`src/rtl/player_pkg.sv`:
```
// Shared player definitions: action FSM state encodings and default frame
// constants, so the hitbox and collision logic agree on attack timing.
package player_pkg;

   typedef enum logic [2:0] {
      ST_IDLE        = 3'd0,
      ST_MOVE        = 3'd1,
      ST_JUMP        = 3'd2,
      ST_ATK_STARTUP = 3'd3,
      ST_ATK_ACTIVE  = 3'd4,
      ST_ATK_RECOVER = 3'd5,
      ST_HITSTUN     = 3'd6
   } act_state_t;

   localparam int unsigned DEF_CNT_WIDTH      = 5;
   localparam int unsigned DEF_ATK_STARTUP    = 3;
   localparam int unsigned DEF_ATK_ACTIVE     = 2;
   localparam int unsigned DEF_ATK_RECOVERY   = 6;
   localparam int unsigned DEF_HITSTUN_FRAMES = 12;
   localparam int unsigned DEF_JUMP_TIMEOUT   = 24;
   // Tail of hitstun during which an attack press may be buffered.
   localparam int unsigned ATK_BUF_WINDOW     = 4;

   // Counter value of the last frame of a phase; a length of 0 acts as 1.
   function automatic int unsigned last_frame(input int unsigned frames);
      return (frames == 0) ? 0 : frames - 1;
   endfunction

endpackage

```
`src/rtl/frame_timer.sv`:
```
// Frame counter for the action FSM: clears on request, otherwise counts up
// one per frame strobe and saturates at all-ones.
//   clk, reset : clock, asynchronous active-high reset
//   scen       : frame strobe qualifying every update
//   clear      : load zero on the next strobe
//   count      : current frame count within the phase
module frame_timer #(
   parameter int unsigned CNT_WIDTH = 5
) (
   input  logic                 clk,
   input  logic                 reset,
   input  logic                 scen,
   input  logic                 clear,
   output logic [CNT_WIDTH-1:0] count
);

   always_ff @(posedge clk or posedge reset) begin
      if (reset) begin
         count <= '0;
      end else if (scen) begin
         if (clear) begin
            count <= '0;
         end else if (count != {CNT_WIDTH{1'b1}}) begin
            count <= count + CNT_WIDTH'(1);
         end
      end
   end

endmodule

```
`src/rtl/player_action_ctrl.sv`:
```
// Per-player action sequencer: arbitrates move, jump, attack and hit
// reaction, runs the attack frame timeline and hitstun lockout, and drives
// the mover. All updates happen on the frame strobe SCEN.
// Optional build macro ATTACK_BUFFER_EN: buffers one attack press made during
// recovery, jump or the tail of hitstun and replays it on return to IDLE/MOVE.
// Inputs : clk, reset (async, active-high), SCEN, btn_left, btn_right,
//          btn_jump, btn_attack, hit_taken, jump_active
// Outputs: move_enable, move_left, move_right, jump, hitbox_active,
//          act_state[2:0], busy (all registered)
module player_action_ctrl
   import player_pkg::*;
#(
   parameter int unsigned CNT_WIDTH      = DEF_CNT_WIDTH,
   parameter int unsigned ATK_STARTUP    = DEF_ATK_STARTUP,
   parameter int unsigned ATK_ACTIVE     = DEF_ATK_ACTIVE,
   parameter int unsigned ATK_RECOVERY   = DEF_ATK_RECOVERY,
   parameter int unsigned HITSTUN_FRAMES = DEF_HITSTUN_FRAMES,
   parameter int unsigned JUMP_TIMEOUT   = DEF_JUMP_TIMEOUT
) (
   input  logic       clk,
   input  logic       reset,
   input  logic       SCEN,
   input  logic       btn_left,
   input  logic       btn_right,
   input  logic       btn_jump,
   input  logic       btn_attack,
   input  logic       hit_taken,
   input  logic       jump_active,
   output logic       move_enable,
   output logic       move_left,
   output logic       move_right,
   output logic       jump,
   output logic       hitbox_active,
   output logic [2:0] act_state,
   output logic       busy
);

   localparam logic [CNT_WIDTH-1:0] TC_STARTUP = CNT_WIDTH'(last_frame(ATK_STARTUP));
   localparam logic [CNT_WIDTH-1:0] TC_ACTIVE  = CNT_WIDTH'(last_frame(ATK_ACTIVE));
   localparam logic [CNT_WIDTH-1:0] TC_RECOVER = CNT_WIDTH'(last_frame(ATK_RECOVERY));
   localparam logic [CNT_WIDTH-1:0] TC_HITSTUN = CNT_WIDTH'(last_frame(HITSTUN_FRAMES));
   localparam logic [CNT_WIDTH-1:0] TC_JUMP    = CNT_WIDTH'(last_frame(JUMP_TIMEOUT));

   act_state_t           state, state_n;
   logic [CNT_WIDTH-1:0] cnt, term_sel;
   logic                 cnt_term, cnt_clr, restart;
   logic                 atk_prev, atk_press, atk_go, takeoff;
   logic                 jump_seen, jump_seen_n;
   logic                 move_enable_n, move_left_n, move_right_n;
   logic                 jump_n, hitbox_n, busy_n;

   frame_timer #(.CNT_WIDTH(CNT_WIDTH)) u_timer (
      .clk   (clk),
      .reset (reset),
      .scen  (SCEN),
      .clear (cnt_clr),
      .count (cnt)
   );

   assign atk_press = btn_attack & ~atk_prev;
   assign act_state = state;

   // Last-frame count for the phase currently running.
   always_comb begin
      term_sel = '0;
      case (state)
         ST_JUMP:        term_sel = TC_JUMP;
         ST_ATK_STARTUP: term_sel = TC_STARTUP;
         ST_ATK_ACTIVE:  term_sel = TC_ACTIVE;
         ST_ATK_RECOVER: term_sel = TC_RECOVER;
         ST_HITSTUN:     term_sel = TC_HITSTUN;
         default:        term_sel = '0;
      endcase
   end
   assign cnt_term = (cnt == term_sel);

`ifdef ATTACK_BUFFER_EN
   localparam int unsigned HS_LEN = (HITSTUN_FRAMES == 0) ? 1 : HITSTUN_FRAMES;
   localparam logic [CNT_WIDTH-1:0] BUF_OPEN =
      CNT_WIDTH'((HS_LEN > ATK_BUF_WINDOW) ? HS_LEN - ATK_BUF_WINDOW : 0);

   logic atk_buf, atk_buf_n;

   // Capture presses made while locked out; a hit always discards the press.
   always_comb begin
      atk_buf_n = atk_buf;
      if (atk_press & ((state == ST_ATK_RECOVER) | (state == ST_JUMP) |
                       ((state == ST_HITSTUN) & (cnt >= BUF_OPEN))))
         atk_buf_n = 1'b1;
      if (((state == ST_IDLE) | (state == ST_MOVE)) & ~jump_active)
         atk_buf_n = 1'b0;
      if (hit_taken)
         atk_buf_n = 1'b0;
   end

   always_ff @(posedge clk or posedge reset) begin
      if (reset)     atk_buf <= 1'b0;
      else if (SCEN) atk_buf <= atk_buf_n;
   end
`endif

   // Next-state and next-output logic.
   always_comb begin
      state_n     = state;
      restart     = 1'b0;
      takeoff     = 1'b0;
      jump_seen_n = jump_seen;
`ifdef ATTACK_BUFFER_EN
      atk_go      = (atk_press | atk_buf) & ~jump_active;
`else
      atk_go      = atk_press & ~jump_active;
`endif
      case (state)
         ST_IDLE, ST_MOVE: begin
            if (hit_taken)                 state_n = ST_HITSTUN;
            else if (atk_go)               state_n = ST_ATK_STARTUP;
            else if (btn_jump) begin
               state_n     = ST_JUMP;
               takeoff     = 1'b1;
               jump_seen_n = 1'b0;
            end
            else if (btn_left ^ btn_right) state_n = ST_MOVE;
            else                           state_n = ST_IDLE;
         end
         ST_JUMP: begin
            // Landing is an airborne-then-grounded edge from the mover.
            if (hit_taken)                                 state_n = ST_HITSTUN;
            else if ((jump_seen & ~jump_active) | cnt_term) state_n = ST_IDLE;
            else                                           jump_seen_n = jump_seen | jump_active;
         end
         ST_ATK_STARTUP: begin
            if (hit_taken)     state_n = ST_HITSTUN;
            else if (cnt_term) state_n = ST_ATK_ACTIVE;
         end
         ST_ATK_ACTIVE: begin
            if (hit_taken)     state_n = ST_HITSTUN;
            else if (cnt_term) state_n = ST_ATK_RECOVER;
         end
         ST_ATK_RECOVER: begin
            if (hit_taken)     state_n = ST_HITSTUN;
            else if (cnt_term) state_n = ST_IDLE;
         end
         ST_HITSTUN: begin
            if (hit_taken) begin
               state_n = ST_HITSTUN;
               restart = 1'b1;
            end
            else if (cnt_term) state_n = ST_IDLE;
         end
         default: state_n = ST_IDLE;
      endcase

      cnt_clr = restart | (state_n != state);

      move_enable_n = (state_n == ST_IDLE) | (state_n == ST_MOVE) | (state_n == ST_JUMP) |
                      ((state_n == ST_HITSTUN) & jump_active);
      move_left_n   = ((state_n == ST_MOVE) | takeoff) & btn_left;
      move_right_n  = ((state_n == ST_MOVE) | takeoff) & btn_right;
      jump_n        = takeoff;
      hitbox_n      = (state_n == ST_ATK_ACTIVE);
      busy_n        = (state_n == ST_ATK_STARTUP) | (state_n == ST_ATK_ACTIVE) |
                      (state_n == ST_ATK_RECOVER) | (state_n == ST_HITSTUN);
   end

   // State and output registers, updated once per frame.
   always_ff @(posedge clk or posedge reset) begin
      if (reset) begin
         state         <= ST_IDLE;
         atk_prev      <= 1'b0;
         jump_seen     <= 1'b0;
         move_enable   <= 1'b0;
         move_left     <= 1'b0;
         move_right    <= 1'b0;
         jump          <= 1'b0;
         hitbox_active <= 1'b0;
         busy          <= 1'b0;
      end else if (SCEN) begin
         state         <= state_n;
         atk_prev      <= btn_attack;
         jump_seen     <= jump_seen_n;
         move_enable   <= move_enable_n;
         move_left     <= move_left_n;
         move_right    <= move_right_n;
         jump          <= jump_n;
         hitbox_active <= hitbox_n;
         busy          <= busy_n;
      end
   end

endmodule
```
`config.mk`:
```
export PLATFORM = sky130hd
export DESIGN_NAME = player_action_ctrl
export DESIGN_NICKNAME = d
export VERILOG_FILES = /design/src/rtl/player_pkg.sv /design/src/rtl/frame_timer.sv /design/src/rtl/player_action_ctrl.sv
export SDC_FILE = /design/constraint.sdc
export NUM_CORES = 1
export LEC_CHECK = 0
export CAP_MARGIN = 20
export CORE_ASPECT_RATIO = 0.8
export CORE_MARGIN = 3
export CORE_UTILIZATION = 40
export CTS_BUF_LIST = sky130_fd_sc_hd__clkbuf_16
export DETAILED_ROUTE_END_ITERATION = 10
export PLACE_DENSITY = 0.7
export SKIP_CTS_REPAIR_TIMING = 1
export SLEW_MARGIN = 25
export SYNTH_ARGS = -nofsm -noshare
export SYNTH_HDL_FRONTEND = slang
export SYNTH_SLANG_ARGS = --single-unit
```
`constraint.sdc`:
```
create_clock -name clk -period 2.64 [get_ports clk]
set_clock_uncertainty 0.05 [all_clocks]
set_input_delay 0.264 -clock clk [delete_from_list [all_inputs] [get_ports clk]]
set_output_delay 0.264 -clock clk [all_outputs]
set_load 0.1 [all_outputs]
```
* Yosys cells after proc, flatten, opt, wreduce, memory -nomap -nowiden
Index checks and enable logic that the tools add are counted.
** Word-level totals
- Bits in registers :: 16
- Latch bits :: 0
- RAM bits :: 0
- ROM bits :: 0
- Output and inout bits :: 9
- Memories kept :: 0
** Operators by class
- Add/subtract/negate cells :: 1
- $mul :: 0
- Div/mod/pow operators :: 0
- Magnitude comparators :: 0
- Equality and inequality tests :: 20
- Shift-type cells :: 0
- Muxes and demuxes :: 28
- Bitwise operators :: 19
- Reductions and logical operators :: 8
** Operators with widths (number)
- two-way mux 3 bit :: 9
- case mux 5 bit (5 select lines) :: 1
- equality test 3 bit, second input constant :: 6
- case mux 3 bit (5 select lines) :: 1
- equality test 3 x 2 -> 1 bit, second input constant :: 4
- two-way mux 1 bit :: 12
- two-way mux 5 bit :: 2
- inequality test 2 bit, second input constant :: 5
- OR 1 bit :: 10
- AND reduction 7 bit :: 1
- bitwise AND 1 bit :: 6
- equality test 3 x 1 -> 1 bit, second input constant :: 2
- zero test 3 bit :: 2
- adder 5 x 1 -> 5 bit, second input constant :: 1
- equality test 5 bit :: 1
- inequality test 5 bit, second input constant :: 1
- two-way mux 2 bit :: 2
- nonzero test 2 bit :: 2
- OR reduction 2 bit :: 2
- inequality test 3 bit :: 1
- NOT 1 bit :: 2
- case mux 1 bit (2 select lines) :: 1
- AND reduction 2 bit :: 1
- XOR 1 bit :: 1

* Depth between registers and ports, before layout
- Depth in word-level cells :: 11
- Depth in mapped cells :: 8

* By module
A second synthesis with hierarchy kept.
** Unflattened totals
- Cells, all modules :: 144
- Area total of the unflattened synthesis :: 1256.2 um2
** By module, submodules not included
- player_action_ctrl :: instances 1, cells an instance 117, area an instance 969.7 um2, sequential area each 275.3 um2
- frame_timer :: instances 1, cells an instance 27, area an instance 286.5 um2, sequential area each 125.1 um2

* Worst setup path before layout
Ideal clock, no wire load.
- Path type :: reg2reg
- From :: register state[1], in the netlist act_state[1]
- To :: register busy
- Setup time :: 0.125 ns
- Arrival time :: 2.571 ns
- Data required time :: 2.465 ns
- Slack :: -0.105 ns
- Cell stages (with the launch flop) :: 8
- Buffers on the path :: 1
- Period minus slack after synthesis :: 2.745 ns
- Cells stage by stage :: dfrtp_1 > buf_4 > nand2b_4 > or4_1 > a32o_2 > a221oi_4 > a2111oi_2 > a211o_1
** On the way
- Longest elaborated chain between the ends :: 11
** RTL lines
- start, declared :: RTL line player_action_ctrl.sv:44 : act_state_t state, state_n;
- start signal, assigned :: RTL line player_action_ctrl.sv:178 : state <= state_n;
- equality test 3 bit or equality test 3 x 2 -> 1 bit (tied branches) :: RTL line player_action_ctrl.sv:66, player_action_ctrl.sv:113
- case mux 5 bit (5 select lines) :: RTL line player_action_ctrl.sv:66 : case (state)
- equality test 5 bit :: RTL line player_action_ctrl.sv:75 : assign cnt_term = (cnt == term_sel);
- OR 1 bit :: RTL line player_action_ctrl.sv:128 : else if ((jump_seen & ~jump_active) | cnt_term) state_n = ST_IDLE;
- two-way mux 3 bit :: RTL line player_action_ctrl.sv:128
- two-way mux 3 bit :: RTL line player_action_ctrl.sv:127 : if (hit_taken) state_n = ST_HITSTUN;
- case mux 3 bit (5 select lines) (*) :: RTL line player_action_ctrl.sv:113 : case (state)
- equality test 3 x 2 -> 1 bit or equality test 3 bit (tied branches) :: RTL line player_action_ctrl.sv:161 : busy_n = (state_n == ST_ATK_STARTUP) | (state_n == ST_ATK_ACTIVE) |
- OR 1 bit (2 in a row) :: RTL line player_action_ctrl.sv:161
- OR 1 bit (*) :: RTL line player_action_ctrl.sv:162 : (state_n == ST_ATK_RECOVER) | (state_n == ST_HITSTUN);
- end signal, assigned :: RTL line player_action_ctrl.sv:186 : busy <= busy_n;
- end, declared :: RTL line player_action_ctrl.sv:35 : output logic busy
Mark *: on every way between the ends. The rest lies on a longest branch, timed or not.
A chain may end at the register's enable or synchronous reset.

* Final worst setup path
- From :: register state[2], in the netlist act_state[2]
- To :: register busy
Same word-level chain as after synthesis.

==> impl_metrics.json <==
{
  "switching_share": 0.3560,
  "start_kind": "flip-flop",
  "ys_warn_count": 0,
  "synthSimpleGateAreaFrac": 0.2268,
  "gp_congestion": 0.8508,
  "synthXorXnorAreaFrac": 0.02117,
  "grt_antenna_before_repair": 0,
  "dp_cells": 183,
  "drv_slew": 0,
  "clock-sinks": 16,
  "switchingPower_uw": 312.9,
  "grt.total_usage": 0.1744,
  "rrSetupSlack_ps": 220,
  "fp.dieW_um": 68.28,
  "overflow": 0,
  "cap_violations": 0,
  "setup_tns_ps": 0,
  "dpl_cell_area_mm2": 0.001408,
  "coreArea_mm2": 0.002850,
  "grt_pass1_wl_um": 5147,
  "cp_slowest_cell": "dfrtp_2",
  "layout.nets": 161,
  "vias_per_cell": 5.807,
  "synth-adder-area-share": 0.02016,
  "wire_per_inst_um": 16.34,
  "final_core_util": 0.5215,
  "grt_pass1_vias": 1019,
  "combPwrFrac": 0.288,
  "htreeDepth": 1,
  "place_ws_ps": 162.3,
  "ys_seq_area_frac": 0.3226,
  "die_height_um": 55.83,
  "ys_types": 57,
  "min_period_over_period": 0.9164,
  "vias": 1086,
  "insertedDiodeCount": 0,
  "synth.area.top_cells": "dfrtp_1 32%, nand2_1 3.0%, inv_1 2.7%, buf_6 2.7%, mux2_2 2.7%",
  "clk_latency_ps": 250,
  "final_layout_size_suffix_gt1_frac": 0.2282,
  "avgSynthCellArea_um2": 9.403,
  "max_freq_ghz": 0.4133,
  "status": "finished clean",
  "slowest_delay_ps": 590,
  "power.leakage_uw": 0.0005907,
  "crit_chain": "nand2_1, or4_1, a32o_2, a221oi_4, a2111oi_2, a211o_1",
  "fin_ws_ps": 220.7,
  "final-seq-area_um2": 402.9,
  "seqPwrFrac": 0.366,
  "ys.flop_type": "dfrtp_1",
  "cts_tree": "done",
  "setup.worst_path.class": "flip-flop to flip-flop",
  "worst_slew_pin_slew_ps": 614.8,
  "syn-num-nets": 143,
  "ys_seq_elements": 16,
  "drc": 0,
  "path_max_fanout": 21,
  "clockPowerShare": 0.346,
  "first_pass_iters": 5,
  "routed_wl_um": 3056,
  "drtIter0Drc": 137,
  "peakVddDrop_uv": 412.6,
  "port_buffers": 17,
  "n_fill_cell": 267,
  "hold_violations": 0,
  "num_rows": 17,
  "start_util": 0.4355,
  "min_path_type": "input pin to asynchronous set/reset pin",
  "area_growth_pct": 19.76,
  "power_density_mw_per_mm2": 591.4,
  "synth_edf_count": 0,
  "cp-end-kind": "flip-flop",
  "internal_power_uw": 566.1,
  "grt_max_degree": 22,
  "syn_area_mm2": 0.001241,
  "cts_inserted_buffers": 3,
  "place_hpwl_um": 2302,
  "synth_top_family_by_area": "compound AO/OA/AOI/OAI gates",
  "cp.arrival_ps": 2500,
  "netlist_instances": 132,
  "die_area_mm2": 0.003812,
  "setup_viol": 0,
  "synth_compound_area_frac": 0.3034,
  "clock_path_buffers": 2,
  "async_reset_ff_frac": 1.000,
  "clockRootBuffer": "clkbuf_16",
  "yosysTopAreaCellShare": 0.3226,
  "relSlewSlack": 0.5897,
  "path_clk_slew_ps": 50,
  "period_minus_slack_ps": 2419,
  "muxShareOfSynthArea": 0.03528,
  "yosys.area.top_type": "dfrtp_1",
  "multiInputGateArea_um2": 753.2,
  "stdcell_count": 187,
  "rsz0062_at_grt": "false",
  "final_area_mm2": 0.001486,
  "io_pins": 18,
  "ant_nets": 0,
  "cp.required_ps": 2720
}
## registers in the layout, indices dropped and copies added, names as in the netlist
| signal | count |
|---|---|
| act_state | 3 |
| atk_prev | 1 |
| busy | 1 |
| hitbox_active | 1 |
| jump | 1 |
| jump_seen | 1 |
| move_enable | 1 |
| move_left | 1 |
| move_right | 1 |
| u_timer.count | 5 |
## logic make-up after synthesis
kind of cell	count (synthesis)
muxes	4
xor gates and xnor gates	3
adders and majority gates	2
buffers and inverters	16
DFF	16
AOI/OAI and AO/OA	44
and+or+nand+nor	47
## metal layers
metal | vias up | part of all wire | track usage
met5 | - | 0 | 0
met4 | 0 | 0.012 | 0.03966
met3 | 4 | 0.049 | 0.03838
met2 | 30 | 0.43 | 0.2376
met1 | 513 | 0.51 | 0.2743
li1 | 539 | - | -
## worst max-delay path: cells and delay by family, from the launching register on
family	cells	cell delay [ps]
flip-flops	1	590
AO/OA/AOI/OAI	4	1070
AND/OR/NAND/NOR	2	560
## stage by stage
step	total power, µW	hold slack [ps]
2_1_floorplan	518.3	127.6
3_3_place_gp	573.1	422.7
3_5_place_dp	578.8	439.7
4_1_cts	884.0	366.1
5_1_grt	922.0	397.8
6_report	879.0	337.2
## cell usage after synthesis (all sizes together), types with 2 or more instances
| cell type | count |
|---|---|
| or3b | 2 |
| o211ai | 3 |
| nand2b | 3 |
| mux2 | 3 |
| buf | 5 |
| a211o | 2 |
| clkbuf | 2 |
| nor3 | 6 |
| nor2 | 8 |
| and3 | 3 |
| nand2 | 10 |
| or4 | 2 |
| ha | 2 |
| and2 | 2 |
| o21a | 2 |
| xnor2 | 2 |
| o21ai | 8 |
| o31ai | 3 |
| a211oi | 3 |
| inv | 9 |
| a21oi | 5 |
| nor3b | 3 |
| a32o | 4 |
| dfrtp | 16 |
| a21o | 2 |
## power groups by stage
stage	Clock (µW)	Combinational, µW	Sequential [µW]
global route	323	272	327
floorplan	0	134	384
global placement	0	250	323
CTS	308	254	321
finish	304	253	322
detailed placement	0	253	326
## cell usage in the layout, fill, tap and decap left out, types with 2 or more instances in the layout
master,netlist,layout
dfrtp_1,16,14
buf_4,1,12
nand2_1,10,10
inv_1,9,9
nor2_1,8,8
clkdlybuf4s50_1,0,8
nor3_1,5,5
o21ai_0,5,5
a21oi_1,4,4
nor3b_1,3,3
o211ai_1,3,3
o21ai_1,3,3
mux2_2,3,3
o31ai_1,3,3
a32o_1,3,3
clkbuf_16,0,3
xnor2_1,2,2
and3_1,2,2
nand2b_1,2,2
or4_1,2,2
a211oi_2,2,2
or3b_2,2,2
a21o_1,2,2
a211o_1,2,2
o21a_1,2,2
ha_1,2,2
dfrtp_2,0,2
## worst paths after layout
kind	startpoint	to	cells after the start
worst max-delay path	act_state[2]	busy	6
worst min-delay path	reset	move_right	2
worst max register to register	act_state[2]	busy	6
worst min register to register	jump_seen	jump_seen	1
max in group asynchronous	reset	act_state[1]	2
min in group clk	jump_seen	jump_seen	1
## cell type report
cell class                 count  area share
tap                           38     0.03199
sequential                    16      0.2710
clock inverter                 1    0.002525
multi-input combinational    100      0.5067
clock buffer                   3     0.05050
timing repair buffer          20      0.1145
inverter                       9     0.02273
Note: power is estimated with default switching activity, not from simulation.
